<file path="src/rtl/bp_pkg.sv">
// ---------------------------------------------------------------------------
// bp_pkg
// Shared definitions for the branch-predictor update stage.
//   - 2-bit saturating counter encodings
//   - predictor table entry layout (18 bits)
//   - sat_next(): next counter state for a resolved direction
// ---------------------------------------------------------------------------
package bp_pkg;

    // Counter encodings: strongly/weakly not-taken, weakly/strongly taken
    localparam logic [1:0] ST_SNT   = 2'b00;
    localparam logic [1:0] ST_WNT   = 2'b01;
    localparam logic [1:0] ST_WT    = 2'b10;
    localparam logic [1:0] ST_ST    = 2'b11;
    localparam logic [1:0] ST_ALLOC = ST_WT;

    // Table entry layout
    localparam int ENT_W      = 18;
    localparam int ENT_V      = 17;
    localparam int ENT_ST_HI  = 16;
    localparam int ENT_ST_LO  = 15;
    localparam int ENT_TAG_HI = 14;
    localparam int ENT_TAG_LO = 13;
    localparam int ENT_TGT_HI = 12;
    localparam int ENT_TGT_LO = 0;

    // Next counter state after one resolved outcome, saturating at both ends
    function automatic logic [1:0] sat_next(input logic [1:0] state, input logic taken);
        logic [1:0] res;
        if (taken) begin
            res = (state == ST_ST) ? ST_ST : state + 2'b01;
        end else begin
            res = (state == ST_SNT) ? ST_SNT : state - 2'b01;
        end
        return res;
    endfunction

endpackage

</file>
<file path="src/rtl/bp_upd_fifo.sv">
// ---------------------------------------------------------------------------
// bp_upd_fifo
// Two-push / one-pop FIFO holding pending predictor-table updates.
//   CLK    : clock, all state on posedge
//   RST_X  : asynchronous active-low reset (empties the queue)
//   push1/data1, push2/data2 : up to two pushes per cycle, slot 1 first.
//                              A lone push2 lands in the first free slot.
//   pop    : remove the head entry (ignored when empty)
//   count  : number of valid entries
//   head   : registered head entry, valid whenever count != 0
// The caller must never push more entries than DEPTH - count + pop.
// ---------------------------------------------------------------------------
module bp_upd_fifo #(
    parameter int DEPTH  = 4,
    parameter int DATA_W = 29
) (
    input  logic                       CLK,
    input  logic                       RST_X,
    input  logic                       push1,
    input  logic [DATA_W-1:0]          data1,
    input  logic                       push2,
    input  logic [DATA_W-1:0]          data2,
    input  logic                       pop,
    output logic [$clog2(DEPTH):0]     count,
    output logic [DATA_W-1:0]          head
);
    localparam int PTR_W = $clog2(DEPTH);
    localparam int CNT_W = PTR_W + 1;

    logic [DATA_W-1:0] mem [DEPTH];

    logic [PTR_W-1:0]  rd_ptr_reg, rd_ptr_next;
    logic [PTR_W-1:0]  wr_ptr_reg, wr_ptr_next, wr_ptr_p1;
    logic [CNT_W-1:0]  count_reg, count_next, remaining;
    logic [DATA_W-1:0] head_reg, head_next;
    logic [DATA_W-1:0] first_data;
    logic [1:0]        n_push;
    logic              pop_eff;

    always_comb begin
        pop_eff     = pop && (count_reg != '0);
        n_push      = {1'b0, push1} + {1'b0, push2};
        first_data  = push1 ? data1 : data2;
        wr_ptr_p1   = wr_ptr_reg + PTR_W'(1);
        // Power-of-two depth: pointers wrap by natural overflow
        rd_ptr_next = rd_ptr_reg + PTR_W'(pop_eff);
        wr_ptr_next = wr_ptr_reg + PTR_W'(n_push);
        remaining   = count_reg - CNT_W'(pop_eff);
        count_next  = remaining + CNT_W'(n_push);
        // Head is looked up one edge early so it is registered. If nothing
        // old survives this edge, the new head is the first entry pushed now
        // (that also gives the one-edge latency from input to w_*).
        head_next   = head_reg;
        if (remaining != '0) begin
            head_next = mem[rd_ptr_next];
        end else if (n_push != 2'd0) begin
            head_next = first_data;
        end
    end

    // Storage carries no reset so it maps onto plain RAM/LUTRAM
    always_ff @(posedge CLK) begin
        if (push1 && push2) begin
            mem[wr_ptr_reg] <= data1;
            mem[wr_ptr_p1]  <= data2;
        end else if (push1 || push2) begin
            mem[wr_ptr_reg] <= first_data;
        end
    end

    always_ff @(posedge CLK or negedge RST_X) begin
        if (!RST_X) begin
            rd_ptr_reg <= '0;
            wr_ptr_reg <= '0;
            count_reg  <= '0;
            head_reg   <= '0;
        end else begin
            rd_ptr_reg <= rd_ptr_next;
            wr_ptr_reg <= wr_ptr_next;
            count_reg  <= count_next;
            head_reg   <= head_next;
        end
    end

    assign count = count_reg;
    assign head  = head_reg;

endmodule

</file>
<file path="src/rtl/bp_update.sv">
// ---------------------------------------------------------------------------
// bp_update
// Branch-predictor update stage between dual-issue Execute and the
// predictor table. Computes the next 2-bit counter state for up to two
// resolved control transfers per cycle, queues the resulting table entries
// and drains them one per cycle into the table's single write port.
//   CLK, RST_X          : clock / asynchronous active-low reset
//   e_valid1/2          : slot holds a resolved branch/jump this cycle
//   e_pc1/2             : word PC (index = pc[10:0], tag = pc[12:11])
//   e_taken1/2          : resolved direction
//   e_target1/2         : resolved target
//   e_state1/2          : counter state read at fetch
//   e_tagok1/2          : entry valid and tag matched at fetch
//   w_addr/w_data/wen   : table write port (head of queue)
//   drop_cnt            : saturating count of updates lost to a full queue
// ---------------------------------------------------------------------------
module bp_update
    import bp_pkg::*;
#(
    parameter int DEPTH = 4,
    parameter int PC_W  = 13,
    parameter int IDX_W = 11,
    parameter int TAG_W = 2,
    parameter int CNT_W = 8
) (
    input  logic              CLK,
    input  logic              RST_X,
    input  logic              e_valid1,
    input  logic [PC_W-1:0]   e_pc1,
    input  logic              e_taken1,
    input  logic [PC_W-1:0]   e_target1,
    input  logic [1:0]        e_state1,
    input  logic              e_tagok1,
    input  logic              e_valid2,
    input  logic [PC_W-1:0]   e_pc2,
    input  logic              e_taken2,
    input  logic [PC_W-1:0]   e_target2,
    input  logic [1:0]        e_state2,
    input  logic              e_tagok2,
    output logic [IDX_W-1:0]  w_addr,
    output logic [ENT_W-1:0]  w_data,
    output logic              wen,
    output logic [CNT_W-1:0]  drop_cnt
);
    localparam int FIFO_W = IDX_W + ENT_W;
    localparam int FCNT_W = $clog2(DEPTH) + 1;
    localparam int SUM_W  = CNT_W + 1;

    // Slot-indexed views of the two issue slots
    logic [1:0]      valid_s, taken_s, tagok_s;
    logic [PC_W-1:0] pc_s  [2];
    logic [PC_W-1:0] tgt_s [2];
    logic [1:0]      state_s [2];
    logic [1:0]      base_raw [2];
    logic [1:0]      upd_raw;
    logic [1:0]      nst_s [2];
    logic [FIFO_W-1:0] ent_s [2];

    assign valid_s    = {e_valid2, e_valid1};
    assign taken_s    = {e_taken2, e_taken1};
    assign tagok_s    = {e_tagok2, e_tagok1};
    assign pc_s[0]    = e_pc1;
    assign pc_s[1]    = e_pc2;
    assign tgt_s[0]   = e_target1;
    assign tgt_s[1]   = e_target2;
    assign state_s[0] = e_state1;
    assign state_s[1] = e_state2;

    genvar gi;
    generate
        for (gi = 0; gi < 2; gi++) begin : g_slot
            // A miss starts from weakly-not-taken, so a taken miss lands on
            // ST_ALLOC through the normal increment.
            assign base_raw[gi] = tagok_s[gi] ? state_s[gi] : ST_WNT;
            // A not-taken miss has nothing worth allocating
            assign upd_raw[gi]  = valid_s[gi] && (tagok_s[gi] || taken_s[gi]);
            assign ent_s[gi]    = {pc_s[gi][IDX_W-1:0], 1'b1, nst_s[gi],
                                   pc_s[gi][IDX_W+TAG_W-1:IDX_W], tgt_s[gi]};
        end
    endgenerate

    logic              same_idx, merge;
    logic [1:0]        base2;
    logic              want1, want2;
    logic              push1, push2;
    logic [1:0]        n_drop;
    logic [FCNT_W-1:0] fifo_count, free_slots;
    logic [FIFO_W-1:0] fifo_head;
    logic [CNT_W-1:0]  drop_cnt_reg, drop_cnt_next;
    logic [SUM_W-1:0]  drop_sum;

    always_comb begin
        same_idx = e_valid1 && e_valid2 &&
                   (e_pc1[IDX_W-1:0] == e_pc2[IDX_W-1:0]);
        // Slot 2 is younger: it trains on top of slot 1's result and the
        // combined outcome is written once. Once slot 1 has created or
        // refreshed the entry, slot 2 always has something to update.
        merge    = same_idx && upd_raw[0];
        nst_s[0] = sat_next(base_raw[0], e_taken1);
        base2    = merge ? nst_s[0] : base_raw[1];
        nst_s[1] = sat_next(base2, e_taken2);
        want1    = upd_raw[0] && !merge;
        want2    = upd_raw[1] || merge;

        // A pop on this edge frees one slot for the incoming pushes
        free_slots = FCNT_W'(DEPTH) - fifo_count + FCNT_W'(wen);

        // Slot 2 is sacrificed first when space runs short
        push1  = 1'b0;
        push2  = 1'b0;
        n_drop = 2'd0;
        if (want1 && want2) begin
            if (free_slots >= FCNT_W'(2)) begin
                push1 = 1'b1;
                push2 = 1'b1;
            end else if (free_slots >= FCNT_W'(1)) begin
                push1  = 1'b1;
                n_drop = 2'd1;
            end else begin
                n_drop = 2'd2;
            end
        end else if (want1) begin
            if (free_slots != '0) push1  = 1'b1;
            else                  n_drop = 2'd1;
        end else if (want2) begin
            if (free_slots != '0) push2  = 1'b1;
            else                  n_drop = 2'd1;
        end

        drop_sum      = {1'b0, drop_cnt_reg} + SUM_W'(n_drop);
        drop_cnt_next = drop_sum[CNT_W] ? '1 : drop_sum[CNT_W-1:0];
    end

    bp_upd_fifo #(
        .DEPTH  (DEPTH),
        .DATA_W (FIFO_W)
    ) u_fifo (
        .CLK    (CLK),
        .RST_X  (RST_X),
        .push1  (push1),
        .data1  (ent_s[0]),
        .push2  (push2),
        .data2  (ent_s[1]),
        .pop    (wen),
        .count  (fifo_count),
        .head   (fifo_head)
    );

    always_ff @(posedge CLK or negedge RST_X) begin
        if (!RST_X) begin
            drop_cnt_reg <= '0;
        end else begin
            drop_cnt_reg <= drop_cnt_next;
        end
    end

    // The table consumes the head on the edge after it appears
    assign wen      = (fifo_count != '0);
    assign w_addr   = fifo_head[FIFO_W-1:ENT_W];
    assign w_data   = fifo_head[ENT_W-1:0];
    assign drop_cnt = drop_cnt_reg;

endmodule

</file>
<file path="config.mk">
export PLATFORM = sky130hd
export DESIGN_NAME = bp_update
export DESIGN_NICKNAME = d
export VERILOG_FILES = /design/src/rtl/bp_pkg.sv /design/src/rtl/bp_upd_fifo.sv /design/src/rtl/bp_update.sv
export SDC_FILE = /design/constraint.sdc
export NUM_CORES = 1
export LEC_CHECK = 0
export ABC_AREA = 1
export CORE_AREA = 2 2 127 129
export DETAILED_ROUTE_END_ITERATION = 6
export DIE_AREA = 0 0 129 131
export PLACE_DENSITY = 0.83
export SLEW_MARGIN = 20
export SYNTH_ARGS = -nofsm -noshare
export SYNTH_HDL_FRONTEND = slang
export SYNTH_SLANG_ARGS = --single-unit
</file>
<file path="constraint.sdc">
create_clock -name CLK -period 7.6 [get_ports CLK]
set_clock_uncertainty 0.15 [all_clocks]
set_input_delay 1.52 -clock CLK [delete_from_list [all_inputs] [get_ports CLK]]
set_output_delay 1.52 -clock CLK [all_outputs]
set_load 0.01 [all_outputs]
</file>
# [Word-level counts from Yosys, hierarchy flattened]
# Memory sizes are Yosys's and may differ from the RTL's.
# Cells that the tools add are included.
[op_classes] addsub=13 order_cmp=2 n_eq_ne=3 n_mux=34 bitwise=1 n_reduce_logical=20
[ops] operator="$mux W29" n=4
[ops] operator="$mux W2" n=14
[ops] operator="$mux W1" n=15
[ops] operator="$eq A11 B11 Y1" n=1
[ops] operator="$add A8 B2 Y9" n=1
[ops] operator="$reduce_bool A3 Y1" n=3
[ops] operator="$logic_and A1 B1 Y1" n=8
[ops] operator="$mux W8" n=1
[ops] operator="$add A2 B1 Y2 const B" n=3
[ops] operator="$eq A2 B2 Y1 const B" n=2
[ops] operator="$logic_not A2 Y1" n=2
[ops] operator="$logic_or A1 B1 Y1" n=4
[ops] operator="$reduce_bool A2 Y1" n=2
[ops] operator="$sub A2 B1 Y2 const B" n=2
[ops] operator="$add A3 B1 Y3" n=1
[ops] operator="$add A3 B2 Y3" n=1
[ops] operator="$ge A3 B1 Y1 const B" n=1
[ops] operator="$ge A3 B2 Y1 const B" n=1
[ops] operator="$sub A3 B1 Y3" n=1
[ops] operator="$sub A3 B3 Y3 const A" n=1
[ops] operator="$add A1 B1 Y2" n=1
[ops] operator="$add A2 B1 Y2" n=1
[ops] operator="$add A2 B2 Y2" n=1
[ops] operator="$logic_not A1 Y1" n=1
[ops] operator="$or A1 B1 Y1" n=1
[word_totals] register_bits=44 ramBits=116 in_bits=64 output_inout_bits=38 elab_cells=79 mem_count=1
[memory_table] memory="u_fifo.mem" depth=4 word_bits=29 read_ports=1 rd_clocked_by_memory_dff=0 wr=2 line="bp_upd_fifo.sv:30" text="logic [DATA_W-1:0] mem [DEPTH];"

# [Longest topological paths before layout]
# Gate-level depths: netlist of the first run.
[depth] word_depth=12 mapped_depth=20

# [Modules after synthesis]
# A second synthesis of the first run with hierarchy kept.
[unflattened] hier_cells=1235 area_unflattened_um2=9613.0
[modules_own_cells] mod="bp_upd_fifo" n_inst=1 cells_per_inst=1050 area_each_um2=8559.5
[modules_own_cells] mod="bp_update" n_inst=1 cells_per_inst=185 area_each_um2=1053.5

# [Worst setup path before layout of the first run]
# Ideal clock, no wire load.
[synth_path] path_kind="in2reg" from="in e_pc1[4]" to="mem u_fifo.mem[1][0] (enable)" setup_ns=0.456 arrival_time_ns=4.821 required_ns=6.994 path_slack_ns=2.173 cell_stages=9 path_buffers=1 cell_sequence="xnor2_1 > nand2_1 > nor2_1 > nand3_2 > nand4_1 > nand2_4 > buf_2 > ha_1 > o31ai_1"
[synth_lines] element="start, declared" line="bp_update.sv:29" text="input logic [PC_W-1:0] e_pc1,"
[synth_lines] element="end, declared" line="bp_upd_fifo.sv:30"

==> results of run 1 <==
[power by group through the flow]
stage | Combinational [mW] | Clock, mW | Sequential (mW)
3_3_place_gp | 2.58 | 0 | 1.61
2_1_floorplan | 1.76 | 0 | 1.64
5_1_grt | 2.97 | 0.893 | 1.64
4_1_cts | 2.68 | 0.853 | 1.61
6_report | 2.71 | 0.852 | 1.61
3_5_place_dp | 2.66 | 0 | 1.62
[metrics by stage]
| step | utilization | hold slack (ns) | cells |
|---|---|---|---|
| final | 0.709 | 0.324 | 1421 |
| after floorplan | - | 0.343 | 1107 |
| after detailed placement | 0.671 | 0.323 | 1389 |
| after global routing | 0.709 | 0.360 | 1421 |
| after global placement | 0.671 | 0.313 | 1389 |
| after CTS | 0.709 | 0.336 | 1421 |
[worst reg2reg max path: stages, from the launching register on]
cell      delay, ns
dfrtp_1        0.41
nor3_1         0.29
ha_1           0.20
inv_1          0.04
ha_1           0.18
xor2_1         0.17
nor2_2         0.14
nand2_1        0.11
nor2_1         0.11
nand4_1        0.30
nand2_4        0.83
inv_1          0.26
ha_1           0.90
buf_4          0.47
o211ai_2       0.21
nand3_1        0.15
nand2_1        0.06
[layer usage]
| metal | vias up | global-route usage | wire length, µm |
|---|---|---|---|
| met5 | - | 0 | 0 |
| met4 | 0 | 0.166 | 897 |
| met3 | 89 | 0.0635 | 2860 |
| met2 | 565 | 0.548 | 12800 |
| met1 | 3907 | 0.399 | 9780 |
| li1 | 3898 | - | - |
[final timing paths]
path	startpoint	end	slack, ns	cells past startpoint
max in group asynchronous	RST_X	u_fifo.head[13]	5.80	2
min reg2reg	u_fifo.head[17]	u_fifo.head[17]	0.32	1
max	e_pc2[6]	u_fifo.mem[0][23]	1.84	14
min	u_fifo.head[17]	u_fifo.head[17]	0.32	1
max reg2reg	u_fifo.count[2]	u_fifo.mem[0][23]	2.40	16
min in group asynchronous	RST_X	u_fifo.head[24]	1.06	2
[cells in the final DEF, fill, tap and decap left out, drive strengths merged]
cell type / count
nor3: 1
clkdlybuf4s50: 100
clkbuf: 18
o211ai: 26
nand3: 187
inv: 73
ha: 12
o31ai: 2
a22oi: 1
or2: 3
xor2: 7
a31oi: 1
fa: 2
xnor2: 4
bufinv: 3
mux2i: 56
buf: 22
nor4: 1
nor3b: 1
nor2: 19
o21ai: 30
dfrtp: 44
edfxtp: 112
nand4: 10
a21oi: 6
clkinv: 12
nand2: 452
[kinds of logic after synthesis]
| group | Yosys count |
|---|---|
| xor gates and xnor gates | 11 |
| AOI/OAI and AO/OA | 66 |
| and+or+nand+nor | 674 |
| muxes | 56 |
| DFF | 156 |
| adders and majority gates | 14 |
| buffers and inverters | 130 |
[final cells by class]
type / count / area, µm² / share of cell area
Clock buffer: 18 / 439 / 0.0397
Tap cell: 216 / 270 / 0.0244
Multi-Input combinational cell: 821 / 4290 / 0.388
Inverter: 74 / 278 / 0.0251
Timing Repair Buffer: 122 / 1160 / 0.105
Clock inverter: 14 / 151 / 0.0137
Sequential cell: 156 / 4460 / 0.404
==> metrics, run 1 <==
Clk Latency, worst-skew pair=roughly 0.43 ns; DP HPWL=about 16 mm; Placement Cell Area=~10,000 µm²; vias per cell=just under 6; DP Worst Slack=1.52 ns; VDD IR max=~0.00034 V; Die H=131 µm; final instance area=11,100 µm²; top-count cell post-synth=nand2_1; Post-synth EDFFs=~110; CP Buf/Inv Count=3; detailed-route wire length per cell=around 19 µm; Cell Area, Synth=~9200 µm²; core area=15,600 µm²; vias in the first global route=approximately 8,200; Crit Path Max Fanout=83; Placer Congestion=between 0.9 and 1; number of antenna diodes=0; P&R area growth vs syn=20.2%; RSZ-0062 raised after global routing=no; synthesized net count=~1,200; clock transition at the registers of the reported paths=around 0.060 ns; top cell family by delay on the critical path=simple AND/OR/NAND/NOR gates; Slew Limit Fails=0; CP arrival=~5.8 ns; Cells after Synth=1,107; via count=around 8,500; Yosys reg bits=about 160; DR iter-0 viols=about 1,000; Power per Cell Area=roughly 470 nW/µm²; fin crit period=5.76 ns; Synth Area in Adders=0.0207; Max Root-Sink Buffers=2; drt total wl=26.3 mm; Synth cell types=32; post-synth top area cell=edfxtp_1; max frequency=about 170 MHz; main combinational cell family by area after synthesis=simple AND/OR/NAND/NOR gates; Seq/Total Area, Yosys=0.485; grt ovf=0; nets@finish=around 1,300; area share of the largest cell type after synthesis=0.366; Global Route Usage Sum=0.324; Crit Path Class=in -> reg; Leak=between 5 and 6 nW; Crit-path slowest cell=ha_1; Logic pwr share=0.524; post-CTS setup buffer count=0; antenna violations before repair=0; CP max stage delay=about 0.9 ns; TritonCTS Buffers=17; Total Die Area=around 17,000 µm²; Mean Syn Cell Area=8.31 µm²; sequential share of power=0.312; sw frac=0.422; Die Span X=roughly 130 µm; Design Power=roughly 5.2 mW; CP dominant cell by count=nand2_1; fin worst setup slack=1.84 ns; Worst Hold Class=reg -> reg; CP Launch Type=primary input; area fraction in and, or, nand and nor cells after synthesis=0.308; Post-synth top cells=nand2_1 (451), nand3_1 (184), edfxtp_1 (112); number of flip-flops in the largest register=between 100 and 150; Post-DRT Antenna Nets=0; actual slew at the worst max-slew pin=1.05 ns; Internal=2.99 mW; Max Cap Viol=0; Resized cells post-CTS=0; XOR/XNOR Fraction of Synth Area=0.0105; CTS tree=built; ranking of synthesized cells by area=edfxtp_1 (37%), nand2_1 (18%), dfrtp_1 (12%); Switch Pwr=2.18 mW; drt drc=0; Synth Area in Compound Gates=0.0581; Tcrit/Tclk final=0.757; CP required=7.63 ns; relative slew slack=0.300; Max H-tree Level=4; top_reg_cell synth=edfxtp_1; IO Pins=slightly above 100; DRT Pass-1 Iters=6; clock root buffer master=clkbuf_16; Synthesis Warnings=0; multiplexer share of the synthesized area=0.0609; crit end category=flip-flop; clock group share of total power=0.165; Fillers=1,167; I/O Buffers=slightly above 100; share of cells above drive strength 1=0.0863; Initial Utilization=0.590; Clock Sink Count=156; Final Setup Violations=0; site row count=46; Post-CTS Hold Buffers=0; global-route wire length before repair=~41 mm; status=completed; CP cell instances=clkdlybuf4s50_1, xnor2_1, nand2_1, nor2_1, nand3_2, nand3_1, nand2_1, nand2_4, inv_1, ha_1, buf_4, o211ai_2, nand3_1, nand2_1; largest net degree at the start of global routing=84; setup TNS=0 ns; Hold Fails Final Rpt=0; Synth async-reset ratio=0.282
Power figures use the tool's default switching activity.
==> run 2: changes to the inputs <==
--- a/config.mk
+++ b/config.mk
@@ -6,10 +6,10 @@
 export NUM_CORES = 1
 export LEC_CHECK = 0
 export ABC_AREA = 1
-export CORE_AREA = 2 2 127 129
+export CORE_AREA = 2 2 131 133
 export DETAILED_ROUTE_END_ITERATION = 6
-export DIE_AREA = 0 0 129 131
-export PLACE_DENSITY = 0.83
+export DIE_AREA = 0 0 133 135
+export PLACE_DENSITY = 0.79
 export SLEW_MARGIN = 20
 export SYNTH_ARGS = -nofsm -noshare
 export SYNTH_HDL_FRONTEND = slang
==> constraint.sdc (replaced) <==
create_clock -name CLK -period 5.8 [get_ports CLK]
set_clock_uncertainty 0.15 [all_clocks]
set_input_delay 1.16 -clock CLK [delete_from_list [all_inputs] [get_ports CLK]]
set_output_delay 1.16 -clock CLK [all_outputs]
set_load 0.01 [all_outputs]
==> metrics, run 2 (synthesis results as in run 1) <==
status=completed; site row count=47 (+2.2%); vias per cell=5.83 (-2.1%); max frequency=222 MHz; Clock Sink Count=156 (unchanged); Crit Path Max Fanout=27 (-67%); Placement Cell Area=10,500 µm² (about the same); Worst Hold Class=reg -> reg; relative slew slack=0.270 (-0.0300); TritonCTS Buffers=17 (unchanged); CP Launch Type=primary input; VDD IR max=0.000623 V (+84%); Design Power=6.64 mW (+28%); number of antenna diodes=0 (unchanged); most common cell after layout, fill and taps aside=nand2_1; Max Cap Viol=0 (unchanged); multi-input logic area=4280 µm² (-0.38%); grt ovf=0 (unchanged); DP Cell Count=1,392 (+0.22%); P&R area growth vs syn=19.5%; met3 GRT Util=0.0563 (-0.00721); post-CTS setup buffer count=0 (unchanged); Global Route Usage Sum=0.294 (-0.0304); I/O Buffers=101 (unchanged); Slew Limit Fails=0 (unchanged); via count=8,296 (-1.9%); clock transition at the registers of the reported paths=0.06 ns (about the same); largest net degree at the start of global routing=82 (-2.4%); CP arrival=4.66 ns (-1.13 ns); DR iter-0 viols=930 (-9.5%); IO Pins=102 (unchanged); number of flip-flops in the largest register=112 (unchanged); Power per Cell Area=603 nW/µm² (+29%); Max Root-Sink Buffers=2 (unchanged); Leak=4.96 nW (-1.1%); actual slew at the worst max-slew pin=1.09 ns (+0.0382 ns); DP HPWL=15.6 mm (-3.4%); Core Util, Final=0.670 (-0.0387); FF+latch area=4460 µm² (unchanged); drt drc=0 (unchanged); crit end category=flip-flop; nets@finish=1,269 (-0.079%); GRT busiest layer=met2; Non-Filler Instances=1,424 (+0.21%); Resized cells post-CTS=0 (unchanged); Die H=135 µm (+3.1%); Post-DRT Antenna Nets=0 (unchanged); final instance area=11,000 µm² (-0.55%); Total Die Area=18,000 µm² (+6.2%); Crit Path Class=in -> reg; CTS tree=built; Tcrit/Tclk final=0.778; CP required=5.95 ns (-1.68 ns); vias in the first global route=7,905 (-3.2%); share of cells above drive strength 1=0.0814 (-0.00491); antenna violations before repair=0 (unchanged); RSZ-0062 raised after global routing=no; clock root buffer master=clkbuf_16; Fillers=1,278 (+9.5%); DRT Pass-1 Iters=7 (+1); Initial Utilization=0.561 (-0.0291); Die Span X=133 µm (+3.1%); drt total wl=25.6 mm (-2.7%); GR Util met1=0.374 (-0.0256); Placer Congestion=0.896 (-2.6%); Final Setup Violations=0 (unchanged); core area=16,400 µm² (+5.2%); fin crit period=4.51 ns; global-route wire length before repair=40.2 mm (-2.8%); Post-CTS Hold Buffers=0 (unchanged); detailed-route wire length per cell=18.0 µm (-2.9%); Hold Fails Final Rpt=0 (unchanged); Max H-tree Level=4 (unchanged); setup TNS=0 ns (unchanged); Clk Latency, worst-skew pair=0.43 ns (about the same); met2 usage=0.494 (-0.0542); highest-count cells in the layout ignoring fill and taps=nand2_1 (451), nand3_1 (183), edfxtp_1 (112)
[run 2: cell count changes in the layout (fill, tap and decap cells not counted), sizes merged]
cell	previous run	this run
clkinv	12	7
clkinvlp	0	4
buf	22	21
inv	73	74
bufinv	3	1
clkbuf	18	20
[run 2: cell type report]
cell class	count	area share
multi-input cells	821	0.389
well taps	220	0.0250
inverters	74	0.0253
flip-flops and latches	156	0.406
clock buffers	20	0.0397
clock inverters	12	0.00899
repair buffers	121	0.106
[run 2: final timing paths]
kind                                 start                to  slack, ns  cells past startpoint
max in group asynchronous            RST_X   u_fifo.head[24]       4.36                      2
min                        u_fifo.head[20]   u_fifo.head[20]       0.35                      2
max reg2reg                u_fifo.count[2]  u_fifo.mem[3][6]       1.36                     16
max                               e_pc2[4]  u_fifo.mem[3][6]       1.29                     14
min in group asynchronous            RST_X    u_fifo.head[9]       0.69                      2
min reg2reg                u_fifo.head[20]   u_fifo.head[20]       0.35                      2
[run 2: where the power goes]
group,switching [mW],total (mW),internal (mW),leakage [nW]
Combinational,2.19,3.50,1.31,3.16
Clock,0.441,1.03,0.584,0.249
Sequential,0.192,2.11,1.92,1.55
Total,2.82,6.64,3.82,4.96
[run 2: critical path, cell delays in order]
cell	delay, ns
clkdlybuf4s50_1	0.59
xnor2_1	0.16
nand2_1	0.12
nor2_1	0.20
nand3_2	0.15
nand3_1	0.15
nand2_1	0.10
nand2_4	0.07
inv_1	0.08
ha_1	0.30
clkinv_1	0.84
nand2_1	0.49
nand3_1	0.14
nand2_1	0.08
[run 2: per-stage QoR]
stage / worst slack (ns) / hold WS [ns]
3_3_place_gp: 1.04 / 0.330
2_1_floorplan: 0.733 / 0.343
4_1_cts: 1.38 / 0.350
3_5_place_dp: 0.960 / 0.336
5_1_grt: 1.04 / 0.370
6_report: 1.29 / 0.348
[run 2: routing by layer]
layer | vias to the layer above | share of wire | wire length (µm)
li1 | 3894 | - | -
met1 | 3847 | 0.39 | 9870
met2 | 481 | 0.48 | 12200
met3 | 74 | 0.11 | 2690
met4 | 0 | 0.032 | 816
met5 | - | 0 | 0
==> run 3: changes to the inputs <==
--- a/config.mk
+++ b/config.mk
@@ -6,10 +6,10 @@
 export NUM_CORES = 1
 export LEC_CHECK = 0
 export ABC_AREA = 1
-export CORE_AREA = 2 2 131 133
+export CORE_AREA = 2 2 137 139
 export DETAILED_ROUTE_END_ITERATION = 6
-export DIE_AREA = 0 0 133 135
-export PLACE_DENSITY = 0.79
+export DIE_AREA = 0 0 139 141
+export PLACE_DENSITY = 0.76
 export SLEW_MARGIN = 20
 export SYNTH_ARGS = -nofsm -noshare
 export SYNTH_HDL_FRONTEND = slang
==> constraint.sdc (replaced) <==
create_clock -name CLK -period 4 [get_ports CLK]
set_clock_uncertainty 0.15 [all_clocks]
set_input_delay 0.8 -clock CLK [delete_from_list [all_inputs] [get_ports CLK]]
set_output_delay 0.8 -clock CLK [all_outputs]
set_load 0.01 [all_outputs]
==> metrics, run 3 (synthesis results as in run 1) <==
Resized cells post-CTS=0 (unchanged); Post-DRT Antenna Nets=0 (unchanged); most common cell after layout, fill and taps aside=nand2_1; VDD IR max=0.00104 V (+67%); Logic pwr share=0.532 (+0.005); P&R area growth vs syn=25.3%; Die H=141 µm (+4.4%); site row count=50 (+6.4%); RSZ-0062 raised after global routing=no; max frequency=approximately 270 MHz; I/O Buffers=101 (unchanged); nets@finish=1,314 (+3.5%); Global Route Usage Sum=0.276 (-0.0180); register-to-register setup slack=0.31 ns (-1.05 ns); Hold Startpoint=u_fifo.head[17]; FF-to-FF Start=u_fifo.count[2]; Switch Pwr=4.19 mW (+48%); Worst Hold Class=reg -> reg; sequential share of power=0.302 (-0.016); IO Pins=102 (unchanged); Hold Fails Final Rpt=0 (unchanged); Max Cap Viol=0 (unchanged); vias per cell=5.79 (-0.61%); share of cells above drive strength 1=0.112 (+0.0307); clock transition at the registers of the reported paths=0.06 ns (about the same); DRT Pass-1 Iters=6 (-1); drt total wl=27.0 mm (+5.6%); TritonCTS Buffers=17 (unchanged); highest-count cells in the layout ignoring fill and taps=nand2_1 (451), nand3_1 (184), edfxtp_1 (112); largest net degree at the start of global routing=58 (-29%); Crit. Startpoint=u_fifo.count[2]; status=completed; Core Util, Final=0.631 (-0.0391); setup TNS=0 ns (unchanged); Slew Limit Fails=0 (unchanged); via count=8,587 (+3.5%); crit end category=flip-flop; grt ovf=0 (unchanged); Max H-tree Level=4 (unchanged); Crit Path Class=reg -> reg; Die Span X=139 µm (+4.5%); Internal=5.96 mW (+56%); Clock Sink Count=156 (unchanged); clock group share of total power=0.165 (+0.011); Power per Cell Area=880 nW/µm² (+46%); drt drc=0 (unchanged); clock root buffer master=clkbuf_16; Leak=5.24 nW (+5.8%); Max Root-Sink Buffers=2 (unchanged); sw frac=0.412 (-0.0126); number of antenna diodes=0 (unchanged); CP required=4.03 ns (-1.92 ns); antenna violations before repair=0 (unchanged); actual slew at the worst max-slew pin=1.12 ns (+0.0357 ns); core area=18,300 µm² (+11%); relative slew slack=0.250 (-0.0201); vias in the first global route=8,064 (+2.0%); CP Launch Type=flip-flop; fin crit period=~3.7 ns; number of flip-flops in the largest register=112 (unchanged); post-CTS setup buffer count=0 (unchanged); DR iter-0 viols=947 (+1.8%); Crit Path Max Fanout=16 (-41%); global-route wire length before repair=42.3 mm (+5.2%); Tcrit/Tclk final=0.922; Initial Utilization=0.504 (-0.0571); CP arrival=3.72 ns (-0.94 ns); detailed-route wire length per cell=18.2 µm (+1.4%); DP HPWL=17.2 mm (+11%); CTS tree=built; Final Setup Violations=0 (unchanged); Placer Congestion=0.927 (+3.4%); Placement Cell Area=10,900 µm² (+4.5%); Post-CTS Hold Buffers=0 (unchanged); Clk Latency, worst-skew pair=0.43 ns (about the same); Total Die Area=19,600 µm² (+9.2%); final instance area=11,500 µm² (+4.8%)
-- run 3: changes by cell type in the layout (fill, tap and decap cells not counted), sizes merged --
| cell | change |
|---|---|
| buf | +45 |
| bufinv | +3 |
| clkbuf | +3 |
| clkinvlp | -3 |
| clkinv | -2 |
| inv | -1 |
-- run 3: layer usage --
layer / track usage / part of all wire / up-vias
met4: 0.126 / 0.034 / 0
met2: 0.453 / 0.48 / 530
met3: 0.0465 / 0.099 / 105
met1: 0.361 / 0.38 / 3965
met5: 0 / 0 / -
li1: - / - / 3987
-- run 3: worst paths after layout --
kind,end,cells after the start
worst max-delay path,u_fifo.mem[1][18],17
worst min-delay path,u_fifo.head[17],1
worst max register to register,u_fifo.mem[1][18],17
worst min register to register,u_fifo.head[17],1
max in group asynchronous,u_fifo.rd_ptr_reg[0],2
min in group asynchronous,u_fifo.head[23],1
-- run 3: layout make-up --
class	count	area [µm²]
inverter	74	278
fill	1470	6740
sequential	156	4460
timing repair buffer	166	1630
clock inverter	9	145
multi-input combinational	821	4270
clock buffer	23	448
tap	234	293
-- run 3: critical path: stages (launching register included) --
cell and delay (ns):
dfrtp_1 0.41, nor3_1 0.28, ha_1 0.20, inv_1 0.04, ha_1 0.17, xor2_1 0.17
nor2_2 0.15, nand2_1 0.12, nor2_1 0.10, nand4_1 0.18, nand2_4 0.16, inv_1 0.09
ha_1 0.43, clkinv_1 0.12, buf_4 0.28, nand2_1 0.18, nand3_1 0.14, nand2_1 0.06
-- run 3: power groups by stage --
stage                     Combinational, mW  Sequential (mW)  Clock (mW)
after global routing                   5.92             3.12        1.75
after CTS                              5.37             3.06        1.68
after global placement                 5.19             3.07           0
after detailed placement               5.34             3.09           0
after floorplan                        3.35             3.11           0
final                                  5.40             3.07        1.68
-- run 3: metrics by stage --
stage / instances / setup WS (ns) / hold slack [ns] / power (mW)
6_report: 1483 / 0.311 / 0.325 / 10.2
5_1_grt: 1483 / 0.0370 / 0.366 / 10.8
4_1_cts: 1483 / 0.317 / 0.327 / 10.1
3_5_place_dp: 1451 / -0.0224 / 0.314 / 8.43
3_3_place_gp: 1451 / 0.00613 / 0.318 / 8.26
2_1_floorplan: 1107 / -0.295 / 0.343 / 6.46
